[config.mk]
export PLATFORM = sky130hd
export DESIGN_NAME = paddle_ctrl
export DESIGN_NICKNAME = d
export VERILOG_FILES = /design/src/rtl/pong_pkg.sv /design/src/rtl/btn_debounce.sv /design/src/rtl/paddle_ctrl.sv
export SDC_FILE = /design/constraint.sdc
export NUM_CORES = 1
export LEC_CHECK = 0
export BUFFER_PORTS_ARGS = -buffer_cell sky130_fd_sc_hd__buf_2
export CAP_MARGIN = 10
export CORE_UTILIZATION = 45
export DETAILED_ROUTE_END_ITERATION = 6
export GPL_ROUTABILITY_DRIVEN = 1
export SYNTH_ARGS = -nofsm -noshare
export SYNTH_HDL_FRONTEND = slang
export SYNTH_SLANG_ARGS = --single-unit
[constraint.sdc]
create_clock -name clk_in -period 3.55 [get_ports clk_in]
set_clock_uncertainty 0.15 [all_clocks]
set_input_delay 1.065 -clock clk_in [delete_from_list [all_inputs] [get_ports clk_in]]
set_output_delay 1.065 -clock clk_in [all_outputs]
set_load 0.02 [all_outputs]
[src/rtl/pong_pkg.sv]
// Screen and paddle geometry shared by the paddle controller and the renderers.
// Also holds the paddle direction type and the button-pair decode.
package pong_pkg;

  localparam int SCREEN_W  = 640;
  localparam int SCREEN_H  = 480;
  localparam int PADDLE_W  = 10;
  localparam int PADDLE_H  = 60;
  localparam int Y_MAX     = SCREEN_H - PADDLE_H;
  localparam int PADDLE1_X = 10;
  localparam int PADDLE2_X = 620;
  localparam int BALL_SIZE = 8;

  typedef enum logic [1:0] {
    DIR_NONE = 2'b00,
    DIR_UP   = 2'b01,
    DIR_DOWN = 2'b10
  } dir_e;

  // Opposing keys cancel out so a player mashing both stays put.
  function automatic dir_e decode_dir(input logic up, input logic down);
    dir_e d;
    d = DIR_NONE;
    if (up && !down) d = DIR_UP;
    if (down && !up) d = DIR_DOWN;
    return d;
  endfunction

endpackage

[src/rtl/btn_debounce.sv]
// Two-flop synchronizer plus debounce counter for one active-low key; o_pressed is active-high.
// A change is accepted after DB_LIMIT consecutive differing samples (2 + DB_LIMIT cycles from the pin).
module btn_debounce
  import pong_pkg::*;
#(
  parameter int DB_LIMIT = 250000,
  parameter int DB_W     = 18
) (
  input  logic clk_in,
  input  logic i_rst,
  input  logic i_btn_n,
  output logic o_pressed
);

  localparam logic [DB_W-1:0] CNT_LAST = DB_W'(DB_LIMIT - 1);

  logic            sync1_q, sync1_d;
  logic            sync2_q, sync2_d;
  logic            state_q, state_d;
  logic [DB_W-1:0] cnt_q, cnt_d;
  logic            btn_sync;

  assign btn_sync = ~sync2_q;

  always_comb begin
    sync1_d = i_btn_n;
    sync2_d = sync1_q;
    state_d = state_q;
    cnt_d   = cnt_q;
    if (btn_sync == state_q) begin
      cnt_d = '0;
    end else if (cnt_q == CNT_LAST) begin
      state_d = ~state_q;
      cnt_d   = '0;
    end else begin
      cnt_d = cnt_q + 1'b1;
    end
  end

  always_ff @(posedge clk_in or negedge i_rst) begin
    if (!i_rst) begin
      sync1_q <= 1'b1;
      sync2_q <= 1'b1;
      state_q <= 1'b0;
      cnt_q   <= '0;
    end else begin
      sync1_q <= sync1_d;
      sync2_q <= sync2_d;
      state_q <= state_d;
      cnt_q   <= cnt_d;
    end
  end

  assign o_pressed = state_q;

endmodule

[src/rtl/paddle_ctrl.sv]
// Debounced keys drive two paddles whose positions update once per frame, on the edge after pixel (639,479).
// Holding one direction for ACCEL_FRAMES ticks switches from STEP_SLOW to STEP_FAST; positions clamp to [0, Y_MAX].
module paddle_ctrl
  import pong_pkg::*;
#(
  parameter int DB_LIMIT     = 250000,
  parameter int DB_W         = 18,
  parameter int STEP_SLOW    = 2,
  parameter int STEP_FAST    = 6,
  parameter int ACCEL_FRAMES = 15,
  parameter int Y_INIT       = 210
) (
  input  logic       clk_in,
  input  logic       i_rst,
  input  logic [9:0] o_x,
  input  logic [8:0] o_y,
  input  logic [3:0] i_btn_n,
  input  logic       i_freeze,
  output logic [8:0] pos_yBarra1,
  output logic [8:0] pos_yBarra2,
  output logic       o_frame_tick
);

  localparam logic [9:0] LAST_X   = 10'(SCREEN_W - 1);
  localparam logic [8:0] LAST_Y   = 9'(SCREEN_H - 1);
  localparam logic [4:0] HOLD_MAX = 5'(ACCEL_FRAMES);
  localparam logic [9:0] LIMIT_10 = 10'(Y_MAX);

  logic [3:0] pressed;
  logic       tick_d, tick_q;
  logic [8:0] pos [2];

  for (genvar b = 0; b < 4; b++) begin : g_btn
    btn_debounce #(
      .DB_LIMIT(DB_LIMIT),
      .DB_W    (DB_W)
    ) u_db (
      .clk_in   (clk_in),
      .i_rst    (i_rst),
      .i_btn_n  (i_btn_n[b]),
      .o_pressed(pressed[b])
    );
  end

  // The tick pixel is decoded in the same cycle the positions load, so the
  // new values appear together with o_frame_tick.
  always_comb begin
    tick_d = (o_x == LAST_X) && (o_y == LAST_Y);
  end

  always_ff @(posedge clk_in or negedge i_rst) begin
    if (!i_rst) tick_q <= 1'b0;
    else        tick_q <= tick_d;
  end

  for (genvar p = 0; p < 2; p++) begin : g_paddle
    dir_e       dir, prev_dir_q, prev_dir_d;
    logic [4:0] hold_q, hold_d;
    logic [8:0] pos_q, pos_d;
    logic [9:0] step, pos_ext, sum;

    assign dir     = decode_dir(pressed[2*p], pressed[2*p+1]);
    assign step    = (hold_q == HOLD_MAX) ? 10'(STEP_FAST) : 10'(STEP_SLOW);
    assign pos_ext = {1'b0, pos_q};
    assign sum     = pos_ext + step;

    always_comb begin
      prev_dir_d = prev_dir_q;
      hold_d     = hold_q;
      pos_d      = pos_q;
      if (tick_d) begin
        prev_dir_d = dir;
        if (i_freeze || dir == DIR_NONE || dir != prev_dir_q) begin
          hold_d = '0;
        end else if (hold_q != HOLD_MAX) begin
          hold_d = hold_q + 5'd1;
        end
        if (!i_freeze) begin
          case (dir)
            DIR_UP:   pos_d = (pos_ext < step) ? 9'd0 : 9'(pos_ext - step);
            DIR_DOWN: pos_d = (sum > LIMIT_10) ? 9'(Y_MAX) : sum[8:0];
            default:  pos_d = pos_q;
          endcase
        end
      end
    end

    always_ff @(posedge clk_in or negedge i_rst) begin
      if (!i_rst) begin
        prev_dir_q <= DIR_NONE;
        hold_q     <= '0;
        pos_q      <= 9'(Y_INIT);
      end else begin
        prev_dir_q <= prev_dir_d;
        hold_q     <= hold_d;
        pos_q      <= pos_d;
      end
    end

    assign pos[p] = pos_q;
  end

  assign pos_yBarra1  = pos[0];
  assign pos_yBarra2  = pos[1];
  assign o_frame_tick = tick_q;

endmodule

Word level (Yosys, flattened, before mapping)
Index checks and enable logic that the tools add are counted.
W data, S select, Z words.

storage, ports and cells
  register bits after elaboration = 117
  input port bits = 26
  output and inout port bits = 19
  word-level logic and storage cells = 121

cells by class
  add/subtract/negate cells = 10
  magnitude comparators = 4
  equality and inequality tests = 20
  multiplexer cells = 24
  bitwise logic cells = 13
  reductions and logical operators = 27

operator list
  kind                     count
  $mux W18                 8
  $add A18 B1 Y18 const B  4
  $eq A18 B18 Y1 const B   4
  $mux W9                  4
  $pmux W9 S2              2
  $add A9 B3 Y10           2
  $gt A10 B9 Y1 const B    2
  $mux W5                  4
  $lt A9 B3 Y1             2
  $sub A9 B3 Y9            2
  $not A1 Y1               13
  $reduce_and A2 Y1        6
  $add A5 B1 Y5 const B    2
  $eq A10 B10 Y1 const B   1
  $eq A5 B4 Y1 const B     2
  $ne A5 B4 Y1 const B     2
  $eq A9 B9 Y1 const B     1
  $reduce_bool A2 Y1       4
  $mux W3                  2
  $reduce_and A3 Y1        2
  $logic_and A1 B1 Y1      5
  $eq A1 B1 Y1             4
  $eq A2 B1 Y1 const B     2
  $eq A2 B2 Y1 const B     2
  6 further kinds          16

Logic depth before layout (Yosys ltp)
  word-level depth = 9
  depth in mapped cells = 14

Cells and area by module
A second synthesis with hierarchy kept.

second synthesis, totals
  cells, all modules = 717
  area total of the unflattened synthesis = 6723.9 um^2

by module, submodules not included
  module        times used  cells an instance  area each (um^2)  sequential area each (um^2)
  btn_debounce  4           100                1034.7            528.0
  paddle_ctrl   1           317                2585.0            785.8

Worst setup path before layout
Ideal clock, no wire load.

  path type = reg-to-reg
  from = register g_paddle[1].hold_q[0]
  to = register g_paddle[1].pos_q[2], in the netlist pos_yBarra2[2]
  setup time = 0.124 ns
  arrival time = 2.973 ns
  data required time = 3.276 ns
  setup slack = 0.303 ns
  cell stages (with the launch flop) = 13
  cells stage by stage = dfrtp_1 ha_1 and3_1 ha_1 inv_1 ha_1 and2b_1 o211ai_1 o32a_1 o22a_1 a211oi_2 nor3_2 o31a_1

between the ends
  longest elaborated chain between the ends = 6

RTL lines
  element                   RTL line           RTL
  start: declaration        paddle_ctrl.sv:58  logic [4:0] hold_q, hold_d;
  start signal: assignment  paddle_ctrl.sv:95  hold_q <= hold_d;
  $eq A5 B4 Y1 *            paddle_ctrl.sv:63  assign step = (hold_q == HOLD_MAX) ? 10'(STEP_FAST) : 10'(STEP_SLOW);
  $mux W3 *                 paddle_ctrl.sv:63
  $add A9 B3 Y10            paddle_ctrl.sv:65  assign sum = pos_ext + step;
  $gt A10 B9 Y1             paddle_ctrl.sv:81  DIR_DOWN: pos_d = (sum > LIMIT_10) ? 9'(Y_MAX) : sum[8:0];
  $mux W9                   paddle_ctrl.sv:81
  $pmux W9 S2 *             paddle_ctrl.sv:79  case (dir)
  end signal: assignment    paddle_ctrl.sv:92  pos_q <= 9'(Y_INIT);
  end signal: assignment    paddle_ctrl.sv:96  pos_q <= pos_d;
  end: declaration          paddle_ctrl.sv:59  logic [8:0] pos_q, pos_d;

Mark *: on every way between the ends. The rest lies on a longest branch, timed or not.
A chain may end at the register's enable or synchronous reset.

Final worst setup path
Ends and elaborated chain as after synthesis.

==> out/metrics.yaml <==
global_route:
  grt_pass1_wl_um: 22890
  grt_pass1_vias: 4868
  antenna_found_initial: 0
  grt_usage_pct: 19.44
  grt_util_met1_pct: 26.31
  grt_overflow_total: 0
  grt_max_degree: 56
  grt_util_met3_pct: 4.401
  busiest_layer: "met2"
  met2_usage_pct: 30.16
timing:
  hold_ws_ns: 0.2066
  hold_viol_final: 0
  worstMarginPinSlew_ns: 0.7187
  slew_headroom_pct: 52.09
  fin_crit_ns: 3.416
  fin_crit_sh_pct: 96.21
  final-setup-viol-count: 0
  final_max_slew_viol_count: 0
  fmax_mhz: 292.8
min_path:
  worstHoldPathType: "register to register"
run_status:
  status: "finished clean"
setup_path:
  crit_top_cell: "ha_1"
  crit_family: "compound AO/OA/AOI/OAI gates"
  worstPathMaxFanout: 5
  end_kind: "register"
  slowest_delay_ns: 0.40
  crit_chain: "ha_1 -> and3_1 -> ha_1 -> inv_1 -> buf_4 -> fa_1 -> and3b_1 -> nand2_1 -> o32a_1 -> o22a_1 -> a211oi_4 -> nor3_2 -> o31a_1"
  critPathSlowestCell: "dfrtp_1"
  worstSetupPathType: "register to register"
  cp.required_ns: 3.70
  arrival_ns: 3.56
  start_kind: "register"
  critical_path_buf_inv_count: 2
yosys:
  synth_compound_area_share_pct: 11.07
  syn-instance-count: 713
  synth_area_leaders: "dfrtp_1, dfstp_2, nor2_1"
  synthAdderAreaFrac_pct: 4.320
  synth-xor-area-share_pct: 10.26
  ys_warn_count: 0
  synth_area_um2: 6487
  synthArstFlopShare_pct: 100.0
  synthSimpleGateAreaFrac_pct: 25.01
  seq_area_frac_synth_pct: 44.67
  netlist.area_leader.share_pct: 38.19
  yosys.cell_types.count: 71
  synth_flop_cell: "dfrtp_1"
  synth_top_family_by_area: "simple AND/OR/NAND/NOR gates"
  synthMuxAreaShare_pct: 1.119
  yosys.area.top_type: "dfrtp_1"
  synth-edff-count: 0
  synth_seq_cells: 115
  avgSynthCellArea_um2: 9.099
route:
  wl_um: 13550
  vias_per_cell: 5.451
  drtPass1Iterations: 5
  vias: 5157
  drt_iter0_markers: 410
  wire_per_inst_um: 14.33
  ant_nets: 0
  drc: 0
layout:
  multiInputGateArea_um2: 3382
  fillerInstances: 1267
  fin_nets: 799
  drive_gt1_share_pct: 14.62
  area_growth_pct: 16.07
  diodes: 0
  ff_latch_area_um2: 2898
die:
  die_h_um: 122.1
  start_util_pct: 46.38
  num_rows: 43
  core_um2: 13990
  die_x_um: 122.1
  die_area_um2: 14900
  io_pins: 45
cts:
  cts.sinks: 115
  clk_pin_slew_ns: 0.06
  insertion_delay_ns: 0.41
  cts_buffer_depth: 2
  numCtsBuffers: 17
  h-tree-depth: 4
  cts_tree: "yes"
  cts_hold_buf: 0
  root_buffer: "clkbuf_16"
power:
  power_w: 0.003287
  power_leakage_nw: 3.079
  peakVddDrop_mv: 0.3263
  power.density_nw_per_um2: 436.6
placement:
  hpwlAfterDp_um: 9297
  gp_congestion: 0.8857
  io_buffers: 42
flow_run:
  cap_viol_max_count: 0
cell families (layout without fill, tap and decap cells):
kind of cell | Yosys count | after routing
simple gates | 333 | 333
flops | 115 | 115
compound gates | 107 | 107
xor+xnor | 76 | 76
buf+inv | 54 | 106
fa+ha+maj | 20 | 20
mux | 7 | 7
other cells | 1 | 2
cell usage after synthesis (3+ instances only):
cell,instances
a21o_1,3
nor2_1,111
ha_1,16
nor3_1,23
clkbuf_1,19
and3_1,6
nor4_1,18
nand4_1,18
buf_4,4
o211ai_1,4
or3_1,8
or2_2,3
a211o_1,3
o21ai_0,30
inv_1,23
a21oi_1,24
nor2b_1,6
nor3b_1,3
buf_2,6
o22a_1,3
fa_1,4
nand2b_1,8
o21bai_1,3
dfrtp_1,99
xnor2_1,41
nand4b_1,4
nand2_1,62
xor2_1,35
a31oi_1,4
nand3_1,43
mux2i_1,5
o31ai_1,4
dfstp_2,16
cell usage in the layout, fill, tap and decap left out, types with 5 or more instances in the layout:
cell       synthesis  final
dfrtp_1           99     99
nor2_1           111    111
nor2b_1            6      6
buf_2              6     41
nand2b_1           8      8
buf_4              4      9
mux2i_1            5      5
bufinv_16          0      5
ha_1              16     15
inv_1             23     22
clkbuf_16          0     17
nor4_1            18     18
nand4_1           18     18
nand3_1           43     43
xor2_1            35     35
xnor2_1           41     41
o21ai_0           30     30
a21oi_1           24     24
or3_1              8      8
dfstp_2           16     16
nand2_1           62     62
and3_1             6      6
nor3_1            23     22
final cells by class:
type / count / share of cell area, %
Clock buffer: 22 / 6.165
Inverter: 23 / 1.147
Sequential cell: 115 / 38.48
Tap cell: 180 / 2.991
Timing Repair Buffer: 51 / 3.888
Clock inverter: 10 / 2.409
Multi-Input combinational cell: 545 / 44.92
metrics by stage:
| step | util [%] | setup TNS, ns | cell area, um2 | setup WS [ns] | cells |
|---|---|---|---|---|---|
| after floorplan | - | 0 | 6491 | 0.3027 | 714 |
| after global placement | 49.00 | 0 | 6854 | 0.1349 | 912 |
| after detailed placement | 49.00 | 0 | 6854 | 0.06296 | 912 |
| after CTS | 53.61 | 0 | 7500 | 0.05646 | 944 |
| after global routing | 53.83 | -0.01693 | 7530 | -0.01342 | 946 |
| final | 53.83 | 0 | 7530 | 0.1344 | 946 |
power breakdown:
part           internal [W]  total (W)  switching (W)
registers           0.00133    0.00134      0.0000118
clock network       0.00128    0.00186       0.000584
logic             0.0000266  0.0000812      0.0000546
worst paths after layout:
path	start	end	slack, ns	cells after the start
min in group asynchronous	i_rst	pos_yBarra2[3]	0.55	1
max reg2reg	g_paddle[1].hold_q[0]	pos_yBarra2[2]	0.13	13
max	g_paddle[1].hold_q[0]	pos_yBarra2[2]	0.13	13
max in group asynchronous	i_rst	g_btn[2].u_db.sync1_q	1.89	2
min reg2reg	g_btn[3].u_db.sync1_q	g_btn[3].u_db.sync2_q	0.21	0
min	g_btn[3].u_db.sync1_q	g_btn[3].u_db.sync2_q	0.21	0
sequential cells by signal (all words and copies together) (netlist names):
register              count
g_btn.u_db.o_pressed      4
g_btn.u_db.cnt_q         72
g_btn.u_db.sync1_q        4
g_btn.u_db.sync2_q        4
pos_yBarra1               8
g_paddle.prev_dir_q       4
g_paddle.hold_q          10
o_frame_tick              1
pos_yBarra2               8
per-layer routing:
layer,vias up,share of wire [%]
met5,-,0
met4,0,1.4
met3,19,3.1
met2,93,47
met1,2485,49
li1,2560,-
timing repair:
action	in CTS	in global routing
buffers inserted	0	2
setup endpoints to repair	0	9
resized for setup	0	4
(Power assumes the default switching activity.)
